File: config.mk
export PLATFORM = sky130hd
export DESIGN_NAME = fetch_branch_seq_flat
export DESIGN_NICKNAME = d
export VERILOG_FILES = /design/src/rtl/fetch_branch_seq_if.sv /design/src/rtl/fetch_branch_seq.sv /design/src/flat_wrapper.sv
export SDC_FILE = /design/constraint.sdc
export NUM_CORES = 1
export LEC_CHECK = 0
export ABC_AREA = 0
export CAP_MARGIN = 20
export CORE_UTILIZATION = 35
export DETAILED_ROUTE_END_ITERATION = 7
export PLACE_DENSITY = 0.75
export SYNTH_ARGS = -nofsm -noshare
export SYNTH_HDL_FRONTEND = slang
export SYNTH_SLANG_ARGS = --single-unit
File: constraint.sdc
create_clock -name Clk -period 6.2 [get_ports Clk]
set_input_delay 1.55 -clock Clk [delete_from_list [all_inputs] [get_ports Clk]]
set_output_delay 1.55 -clock Clk [all_outputs]
set_load 0.01 [all_outputs]
File: src/rtl/fetch_branch_seq_if.sv
// Memory read port of the fetch sequencer. mem_req is held with a stable mem_addr
// until a one-cycle mem_rdy pulse returns mem_rdata.
interface fetch_branch_seq_if;
  logic        mem_req;
  logic [15:0] mem_addr;
  logic [15:0] mem_rdata;
  logic        mem_rdy;

  modport master (output mem_req, output mem_addr, input mem_rdata, input mem_rdy);
  modport slave  (input mem_req, input mem_addr, output mem_rdata, output mem_rdy);
endinterface

File: src/rtl/fetch_branch_seq.sv
// SLC-3 fetch and control-flow sequencer: fetches into IR, resolves BR/JMP/JSR/JSRR
// locally and hands every other opcode to the execute FSM.
module fetch_branch_seq #(
  parameter logic [15:0] PC_RESET = 16'h0000
) (
  input  logic                       Clk,
  input  logic                       Reset,
  input  logic                       Run,
  fetch_branch_seq_if.master         mem,
  output logic [15:0]                IR,
  output logic [15:0]                PC,
  output logic                       Load_BEN,
  input  logic                       BEN,
  input  logic [15:0]                base_r,
  output logic                       r7_we,
  output logic [15:0]                r7_data,
  output logic                       exec_start,
  input  logic                       exec_done,
  output logic [2:0]                 state_dbg
);

  typedef enum logic [2:0] {
    S_HALT      = 3'd0,
    S_FETCH     = 3'd1,
    S_DECODE    = 3'd2,
    S_BR_EVAL   = 3'd3,
    S_JMP       = 3'd4,
    S_JSR       = 3'd5,
    S_EXEC      = 3'd6,
    S_EXEC_WAIT = 3'd7
  } state_t;

  state_t      state, state_nx;
  logic [15:0] pc_q, pc_nx;
  logic [15:0] ir_q, ir_nx;
  logic        mem_req_c;
  state_t      done_nx;

  always_ff @(posedge Clk or negedge Reset) begin
    if (!Reset) begin
      state <= S_HALT;
      pc_q  <= PC_RESET;
      ir_q  <= 16'h0000;
    end else begin
      state <= state_nx;
      pc_q  <= pc_nx;
      ir_q  <= ir_nx;
    end
  end

  // Run is only consulted when an instruction retires, so in-flight work always finishes.
  assign done_nx = Run ? S_FETCH : S_HALT;

  always_comb begin
    state_nx   = state;
    pc_nx      = pc_q;
    ir_nx      = ir_q;
    mem_req_c  = 1'b0;
    Load_BEN   = 1'b0;
    r7_we      = 1'b0;
    r7_data    = pc_q;
    exec_start = 1'b0;
    case (state)
      S_HALT: begin
        if (Run) state_nx = S_FETCH;
      end
      S_FETCH: begin
        mem_req_c = 1'b1;
        if (mem.mem_rdy) begin
          ir_nx    = mem.mem_rdata;
          pc_nx    = pc_q + 16'd1;
          state_nx = S_DECODE;
        end
      end
      S_DECODE: begin
        Load_BEN = 1'b1;
        case (ir_q[15:12])
          4'b0000: state_nx = S_BR_EVAL;
          4'b1100: state_nx = S_JMP;
          4'b0100: state_nx = S_JSR;
          default: state_nx = S_EXEC;
        endcase
      end
      S_BR_EVAL: begin
        if (BEN) pc_nx = pc_q + {{7{ir_q[8]}}, ir_q[8:0]};
        state_nx = done_nx;
      end
      S_JMP: begin
        pc_nx    = base_r;
        state_nx = done_nx;
      end
      S_JSR: begin
        // Return address is the already-incremented PC; base_r is read this cycle, so JSRR R7 uses the old R7.
        r7_we = 1'b1;
        if (ir_q[11]) pc_nx = pc_q + {{5{ir_q[10]}}, ir_q[10:0]};
        else          pc_nx = base_r;
        state_nx = done_nx;
      end
      S_EXEC: begin
        exec_start = 1'b1;
        state_nx   = S_EXEC_WAIT;
      end
      S_EXEC_WAIT: begin
        if (exec_done) state_nx = done_nx;
      end
      default: state_nx = S_HALT;
    endcase
  end

  assign mem.mem_req  = mem_req_c;
  assign mem.mem_addr = pc_q;
  assign PC           = pc_q;
  assign IR           = ir_q;
  assign state_dbg    = state;

endmodule
File: src/flat_wrapper.sv
// flat-port wrapper written by rule: the top's interface ports become plain ports
module fetch_branch_seq_flat 
#(
  parameter logic [15:0] PC_RESET = 16'h0000
)
  (Clk, Reset, Run, IR, PC, Load_BEN, BEN, base_r, r7_we, r7_data, exec_start, exec_done, state_dbg, mem_mem_req, mem_mem_addr, mem_mem_rdata, mem_mem_rdy);
  fetch_branch_seq_if mem_i ();
  input  logic Clk;
  input  logic Reset;
  input  logic Run;
  output logic [15:0] IR;
  output logic [15:0] PC;
  output logic Load_BEN;
  input  logic BEN;
  input  logic [15:0] base_r;
  output logic r7_we;
  output logic [15:0] r7_data;
  output logic exec_start;
  input  logic exec_done;
  output logic [2:0] state_dbg;
  output wire logic [$bits(mem_i.mem_req)-1:0] mem_mem_req;
  output wire logic [$bits(mem_i.mem_addr)-1:0] mem_mem_addr;
  input wire logic [$bits(mem_i.mem_rdata)-1:0] mem_mem_rdata;
  input wire logic [$bits(mem_i.mem_rdy)-1:0] mem_mem_rdy;
  assign mem_mem_req = mem_i.mem_req;
  assign mem_mem_addr = mem_i.mem_addr;
  assign mem_i.mem_rdata = mem_mem_rdata;
  assign mem_i.mem_rdy = mem_mem_rdy;
  fetch_branch_seq #(.PC_RESET(PC_RESET)) u_core (.Clk(Clk), .Reset(Reset), .Run(Run), .mem(mem_i), .IR(IR), .PC(PC), .Load_BEN(Load_BEN), .BEN(BEN), .base_r(base_r), .r7_we(r7_we), .r7_data(r7_data), .exec_start(exec_start), .exec_done(exec_done), .state_dbg(state_dbg));
endmodule
==> results of run 1 <==
==> cell usage after synthesis (6+ instances only) <==
library cell  instances  area (µm²)
a21o_1                7        52.6
clkbuf_1              8        30.0
nand3_1              12        60.1
nor3_1                6        30.0
and2_1               10        62.6
nor2b_1               8        50.1
mux2_2               15         169
a211oi_1              6        45.0
inv_1                11        41.3
buf_4                32         240
xnor2_1              10        87.6
nand2_1              24        90.1
nor2_1               29         109
ha_1                 23         288
dfrtp_1              35         876
a21oi_1              25         125
o21ai_0              23         115
xor2_1                8        70.1
==> how the worst min path moves through the flow <==
stage | end | slack, ns | depth (start not counted) | start
after CTS | u_core.IR[12] | 0.58 | 1 | u_core.IR[12]
after global routing | u_core.IR[15] | 0.60 | 1 | u_core.IR[15]
after global placement | u_core.IR[15] | 0.54 | 1 | u_core.IR[15]
after floorplan | u_core.IR[15] | 0.57 | 1 | u_core.IR[15]
after detailed placement | u_core.IR[12] | 0.55 | 1 | u_core.IR[12]
final | u_core.IR[15] | 0.56 | 1 | u_core.IR[15]
==> critical path: cells and delay by family (launching register included) <==
family	cells	cell delay, ns
buffers and inverters	1	0.55
and+or+nand+nor	2	0.84
DFF	1	0.52
==> where the power goes <==
group | leakage [nW] | switching, mW | total (mW) | internal, mW
Combinational | 1.31 | 0.917 | 1.85 | 0.928
Sequential | 0.402 | 0.215 | 0.554 | 0.339
Clock | 0.0515 | 0.0912 | 0.193 | 0.102
==> state kept, by name (all words and copies together), names as in the netlist <==
| signal | count |
|---|---|
| u_core.state_dbg | 3 |
| u_core.PC | 16 |
| u_core.IR | 16 |
==> routing by layer <==
layer,GRT usage,share of wire
met2,0.312,0.47
met4,0.0666,0.013
met3,0.0376,0.067
met1,0.244,0.45
met5,0,0
==> kinds of logic (layout without fill, tap and decap cells) <==
group	Yosys count	count (layout)
buffers and inverters	56	127
xor gates and xnor gates	18	18
adders and majority gates	25	25
DFF	35	35
muxes	19	19
and+or+nand+nor	108	108
AOI/OAI and AO/OA	111	111
==> final cells by class <==
cell class	count	share of cell area
multi-input combinational	281	0.477
sequential	35	0.205
inverter	11	0.00969
tap	108	0.0317
timing repair buffer	108	0.252
clock buffer	8	0.0235
==> run metrics, run 1 <==
CTS Buffer Depth=2; total power=roughly 2.6 mW; depth of the CTS H-tree=2; Post-Syn Instances=372; RSZ-0062 raised after global routing=no; Peak VDD IR=between 0.0002 and 0.0003 V; RR Endpoint=u_core.PC[10]; DR WL/cell=16.4 µm; clock sink count=35; CORE AREA=8850 µm²; vias per cell=5.62; Via Count=3,098; multi-input logic area=just over 2000 µm²; Filler cells=between 800 and 900; total track usage=0.188; Routability Congestion=0.876; Place WS=between 2 and 2.5 ns; Fin Setup TNS=0 ns; initial antenna violation count=0; share of layout cells above drive strength 1=0.0745; commonest non-fill, non-tap cell in the layout=clkdlybuf4s50_1; Worst setup endpoint=r7_we; total gr overflow=0; worst path cell trace=and2b_1 > and2_1 > clkdlybuf4s50_1; R2R Path Start=u_core.state_dbg[0]; ANT cells=0; DRC viols=6; number of global-route vias before repair=2,978; Skew-Pair Late Insertion Delay=about 0.30 ns; dpl cells=between 500 and 600; most frequent cells in the layout=107 x clkdlybuf4s50_1, 35 x dfrtp_1, 29 x nor2_1; WS Path Type=reg2out; CP Max Fanout=14; Synth Area in XOR/XNOR=0.0484; global-route wire length before repair=roughly 15,000 µm; cts bufs inserted=5; final count of negative-setup-slack endpoints=0; post-synthesis instance area=3260 µm²; DPL Wire Length=6600 µm; largest net degree at the start of global routing=36; register area=876 µm²; mux cell area share after synthesis=0.0642; Final Hold Slack=0.564 ns; synth unique cells=60; Layout area overhead=30.9%; Initial Util=0.368; asr flop ratio synth=1.00; Iteration-0 DRC Markers=220; f_max=~270 MHz; FF-to-FF setup slack=2.59 ns; Tcrit/Tclk final=0.607; fin crit period=3.76 ns; violated checks=design-rule violations; sequential area share after synthesis=0.269; largest family of logic cells by synthesized area=compound AO/OA/AOI/OAI gates; port bufs=approximately 110; synth warn=0; Setup Fix Bufs, Post-CTS=0; iteration count of the initial detailed-routing pass=8; Die Height=98.4 µm; LEAKAGE=between 1.5 and 2 nW; post-route ant nets=0; Mean Syn Cell Area=8.75 µm²; max_slew headroom=0.345; HP Class=reg2reg; CTS tree=built; Hold-fix buffers, CTS=0; number of synthesized flops with an enable pin=0; Adder-Cell Fraction of Synth Area=0.101; Synth Flop Type=dfrtp_1; Synth Area in Compound Gates=0.241; Startpoint Class=register; Hold Fails Final Rpt=0; Critical Path RT=4.65 ns; total I/O pin count=109; CP peak stage delay=0.63 ns; PnR worst setup slack=2.44 ns; final instance area=4260 µm²; Layout Cells excl Fill=551; wirelength, routed=between 9000 and 10,000 µm; Die W=98.4 µm; status=finished with violations; cells resized by post-CTS repair=0; Slowest cell on crit path=and2b_1; placed inst area=4160 µm²; max-slew violations=0; simple-gate area share of the yosys netlist=0.171; CTS Root Buffer Type=clkbuf_8; origin of the worst setup path=u_core.state_dbg[1]; fin util=0.482; Least-Margin Pin Slew=a little under 1 ns; clk_skew=0.00898 ns; max-capacitance violation count=0; Worst EP arrival=2.21 ns; worst reg-to-reg path cell count=10; standard-cell rows=34; power density over cell area=608 nW/µm²; FF+latch count, synth=35; Worst Setup End Kind=output pin; Final nets=505; Mapped Nets=435; Clk pin slew, worst setup/hold paths=0.07 ns; DIE AREA=9690 µm²
Power figures use the tool's default switching activity.
==> run 2, diff against run 1 <==
- clock period: 6.2 -> 3.9 ns (I/O delays scaled with it)
==> run 2 against run 1 <==
Net effect: the flow still finishes with violations (design-rule violations); clock power rose by 110%; cell area up 1.6%; flip-flop and latch count did not move; first-iteration DRC count is 25% lower; worst hold slack worse by 0.0079 ns; clock skew fell by 0.0017 ns; register-to-register slack worse by 2.0 ns; combinational power increased by 62%; count of clock-buffer cells in the layout is 3 lower; critical path type is now reg2reg.
==> run metrics, run 2 (synthesis gave the netlist of run 1 again) <==
f_max=just over 300 MHz; Internal=~2.3 mW; Peak VDD IR=~0.00037 V; Skew-Pair Late Insertion Delay=0.30 ns; Die Height=about 98 µm; CORE AREA=8850 µm²; Tcrit/Tclk final=0.837; most frequent cells in the layout=107 x clkdlybuf4s50_1, 35 x dfrtp_1, 29 x nor2_1; HP Class=reg2reg; cells resized by post-CTS repair=0; RSZ-0062 raised after global routing=no; CP Max Fanout=13; commonest non-fill, non-tap cell in the layout=clkdlybuf4s50_1; Setup Fix Bufs, Post-CTS=0; Worst setup endpoint=u_core.PC[10]; wirelength, routed=approximately 9200 µm; Die W=98.4 µm; number of global-route vias before repair=3,012; register area=876 µm²; total track usage=0.190; vias per cell=5.63; Initial Util=0.368; port bufs=108; Final nets=509; RR Endpoint=u_core.PC[10]; Iteration-0 DRC Markers=between 150 and 200; power density over cell area=between 900 and 1000 nW/µm²; Hold-fix buffers, CTS=0; Worst Setup End Kind=register; Routability Congestion=between 0.8 and 0.9; total gr overflow=0; iteration count of the initial detailed-routing pass=8; fin crit period=roughly 3.3 ns; power share of the sequential group=0.201; Layout area overhead=33.0%; max-slew violations=0; R2R Path Start=u_core.state_dbg[2]; total I/O pin count=109; clk_skew=0.00731 ns; global-route wire length before repair=14,800 µm; Switch Pwr=1.98 mW; switching fraction of total power=0.463; Startpoint Class=register; Via Count=3,126; status=finished with violations; DPL Wire Length=6830 µm; DRC viols=6; max_slew headroom=0.439; WS Path Type=reg2reg; cts bufs inserted=5; clock share of power=0.096; CTS Buffer Depth=2; multi-input logic area=2030 µm²; CTS tree=built; combinational power share=0.703; LEAKAGE=1.80 nW; DR WL/cell=16.5 µm; FF-to-FF setup slack=0.63 ns; worst reg-to-reg path cell count=12; depth of the CTS H-tree=2; max-capacitance violation count=0; largest net degree at the start of global routing=36; Clk pin slew, worst setup/hold paths=0.08 ns; clock sink count=35; origin of the worst setup path=u_core.state_dbg[2]; Worst EP arrival=3.49 ns; Hold Fails Final Rpt=0; Fin Setup TNS=0 ns; post-route ant nets=0; Critical Path RT=just over 4 ns; Filler cells=829; initial antenna violation count=0; share of layout cells above drive strength 1=0.0850; Final Hold Slack=0.556 ns; standard-cell rows=34; Least-Margin Pin Slew=0.841 ns; violated checks=design-rule violations; CTS Root Buffer Type=clkbuf_8; ANT cells=0; DIE AREA=9690 µm²; final count of negative-setup-slack endpoints=0
[run 2: cell types whose count changed in the layout (fill, tap and decap cells not counted)]
cell,change
buf_4,+4
clkinvlp_4,+1
bufinv_16,+2
clkbuf_8,-2
clkbuf_1,-1
[run 2: worst max-delay path: stages (launching register included)]
cell and delay, ns:
dfrtp_1 0.54, and3b_1 0.34, nand2b_1 0.12, ha_1 0.16, inv_1 0.05, fa_1 0.41, nor2b_1 0.13, o21a_1 0.16
a311oi_2 0.13, a21oi_2 0.35, mux2_2 0.40, o311ai_1 0.25, o2bb2ai_1 0.15
[run 2: routing by layer]
metal	up-vias	track usage	wire (µm)
met4	0	0.0712	155
met2	139	0.309	4360
met1	1488	0.241	3830
met5	-	0	0
met3	15	0.0511	815
li1	1484	-	-
[run 2: final cells by class]
| class | instances | area share |
|---|---|---|
| multi-input cells | 281 | 0.470 |
| repair buffers | 112 | 0.255 |
| flip-flops and latches | 35 | 0.202 |
| well taps | 108 | 0.0312 |
| clock buffers | 5 | 0.0159 |
| clock inverters | 3 | 0.0156 |
| inverters | 11 | 0.00954 |
[run 2: stage by stage]
stage	util	setup WS (ns)	instance area (µm²)	cells	total power, mW
2_1_floorplan	-	0.909	3260	372	2.88
3_3_place_gp	0.474	0.770	4190	547	3.75
3_5_place_dp	0.474	0.655	4190	547	3.83
4_1_cts	0.489	0.606	4330	555	4.27
5_1_grt	0.489	0.340	4330	555	4.61
6_report	0.489	0.635	4330	555	4.27
[run 2: power groups by stage]
| stage | clock, mW | combinational (mW) | sequential, mW |
|---|---|---|---|
| 6_report | 0.410 | 3.00 | 0.857 |
| 3_5_place_dp | 0 | 2.97 | 0.860 |
| 4_1_cts | 0.419 | 2.99 | 0.856 |
| 3_3_place_gp | 0 | 2.91 | 0.848 |
| 5_1_grt | 0.431 | 3.28 | 0.899 |
| 2_1_floorplan | 0 | 2.04 | 0.832 |
[run 2: how the worst min path moves through the flow]
| stage | from | to | cells after the start |
|---|---|---|---|
| 2_1_floorplan | u_core.IR[15] | u_core.IR[15] | 1 |
| 3_3_place_gp | u_core.IR[15] | u_core.IR[15] | 1 |
| 3_5_place_dp | u_core.IR[15] | u_core.IR[15] | 1 |
| 4_1_cts | u_core.IR[15] | u_core.IR[15] | 1 |
| 5_1_grt | u_core.IR[15] | u_core.IR[15] | 1 |
| 6_report | u_core.IR[15] | u_core.IR[15] | 1 |
==> run 3, diff against run 2 <==
- PLACE_DENSITY: 0.75 -> 0.77
- clock period: 3.9 -> 2.7 ns (I/O delays scaled with it)
==> run 3 against run 2 <==
Net effect: the run ends with design-rule violations, negative setup slack left; setup slack worse by 0.69 ns; non-clock buffer count increased by 32; fmax is 18% higher; critical path type unchanged; critical endpoint unchanged; largest power group unchanged.
==> run metrics, run 3 (synthesis gave the netlist of run 1 again) <==
Die Height=98.4 µm; Skew-Pair Late Insertion Delay=0.30 ns; LEAKAGE=1.95 nW; max-capacitance violation count=0; DPL Wire Length=7000 µm; FF-to-FF setup slack=-0.06 ns; post-route ant nets=0; depth of the CTS H-tree=2; Layout area overhead=44.1%; R2R Path Start=u_core.state_dbg[1]; status=finished with violations; DIE AREA=about 9700 µm²; total track usage=0.195; Switch Pwr=3.01 mW; worst path cell trace=and3b_2 > nand2b_1 > ha_2 > inv_2 > fa_2 > nor2b_1 > o21a_1 > a311oi_2 > a21oi_2 > mux2_4 > o311ai_4 > o2bb2ai_1; Internal=3.57 mW; power share of the sequential group=0.177; global-route wire length before repair=about 15,000 µm; CORE AREA=between 8000 and 9000 µm²; violated checks=design-rule violations, negative setup slack; share of layout cells above drive strength 1=0.192; PnR worst setup slack=-0.0581 ns; worst reg-to-reg path cell count=12; final count of negative-setup-slack endpoints=7; f_max=363 MHz; Worst Setup End Kind=register; Initial Util=0.368; power density over cell area=about 1400 nW/µm²; iteration count of the initial detailed-routing pass=6; Hold Fails Final Rpt=0; Slowest cell on crit path=dfrtp_1; Worst EP arrival=2.99 ns; CP peak stage delay=0.39 ns; Clk pin slew, worst setup/hold paths=0.08 ns; combinational power share=0.763; port bufs=~110; WS Path Type=reg2reg; DRC viols=9; Startpoint Class=register; Final nets=541; CTS tree=built; commonest non-fill, non-tap cell in the layout=clkdlybuf4s50_1; max-slew violations=0; Die W=98.4 µm; CTS Root Buffer Type=clkbuf_8; fin util=0.530; switching fraction of total power=0.458; total gr overflow=0; Iteration-0 DRC Markers=187; Least-Margin Pin Slew=0.852 ns; RR Endpoint=u_core.PC[10]; clock share of power=0.060; HP Class=in2async; Critical Path RT=2.93 ns; vias per cell=5.47; Fin Setup TNS=-0.208 ns; clk_skew=~0.0047 ns; clock sink count=35; Final Hold Slack=between 0.4 and 0.5 ns; wirelength, routed=9440 µm; Via Count=about 3,200; DR WL/cell=16.1 µm; most frequent cells in the layout=107 x clkdlybuf4s50_1, 35 x dfrtp_1, 33 x buf_4; RSZ-0062 raised after global routing=yes; largest net degree at the start of global routing=36; CP Max Fanout=5; max_slew headroom=0.432; number of global-route vias before repair=3,171; CTS Buffer Depth=2; ANT cells=0; Tcrit/Tclk final=1.02; Filler cells=820; total I/O pin count=109; cts bufs inserted=5; fin crit period=between 2 and 3 ns; Peak VDD IR=about 0.00068 V; initial antenna violation count=0; Routability Congestion=around 0.90; standard-cell rows=34
run 3: metrics by stage:
step                area, µm²  setup slack (ns)  power, mW  cells
floorplan                3310            -0.154       4.22    372
global placement         4420            0.0157       5.78    572
detailed placement       4420           -0.0461       5.87    572
CTS                      4560           -0.0204       6.36    583
global route             4690            -0.174       7.12    587
finish                   4690           -0.0581       6.57    587
run 3: worst max path at each step:
stage	start	slack, ns	to	depth (start not counted)
finish	u_core.state_dbg[1]	-0.06	u_core.PC[10]	12
global route	u_core.state_dbg[0]	-0.17	u_core.PC[10]	12
CTS	u_core.state_dbg[1]	-0.02	u_core.PC[8]	12
detailed placement	u_core.state_dbg[2]	-0.05	u_core.PC[15]	11
global placement	u_core.state_dbg[0]	0.02	u_core.PC[10]	12
floorplan	u_core.state_dbg[1]	-0.15	u_core.PC[10]	14
run 3: final cells by class:
class | count | area (µm²) | area share
Timing Repair Buffer | 144 | 1370 | 0.291
Clock buffer | 5 | 68.8 | 0.0147
Tap cell | 108 | 135 | 0.0288
Inverter | 11 | 41.3 | 0.00880
Sequential cell | 35 | 876 | 0.187
Clock inverter | 3 | 20.0 | 0.00427
Multi-Input combinational cell | 281 | 2180 | 0.465
run 3: repair_timing:
action	CTS	global route
pin swaps	1	8
gates resized for setup	7	17
setup buffers	3	4
hold buffers	0	0
endpoints found under the hold margin	0	0
setup endpoints to repair	8	9
run 3: power by group through the flow:
stage	Combinational (mW)	Clock, mW	Sequential, mW
after global routing	5.48	0.430	1.21
after detailed placement	4.71	0	1.16
after global placement	4.64	0	1.14
final	5.01	0.396	1.16
after floorplan	3.01	0	1.21
after CTS	4.79	0.409	1.15
run 3: layer usage:
layer / global-route usage / share of wire
met1: 0.249 / 0.43
met2: 0.340 / 0.48
met3: 0.0326 / 0.070
met4: 0.0563 / 0.017
met5: 0 / 0
run 3: worst max-delay path, delay by kind of cell, from the launching register on:
| kind | cells | cell delay [ns] |
|---|---|---|
| AO/OA/AOI/OAI | 5 | 0.90 |
| adder cells (fa/ha/maj) | 2 | 0.53 |
| AND/OR/NAND/NOR | 3 | 0.47 |
| flip-flops | 1 | 0.39 |
| multiplexers | 1 | 0.35 |
| buffers and inverters | 1 | 0.04 |
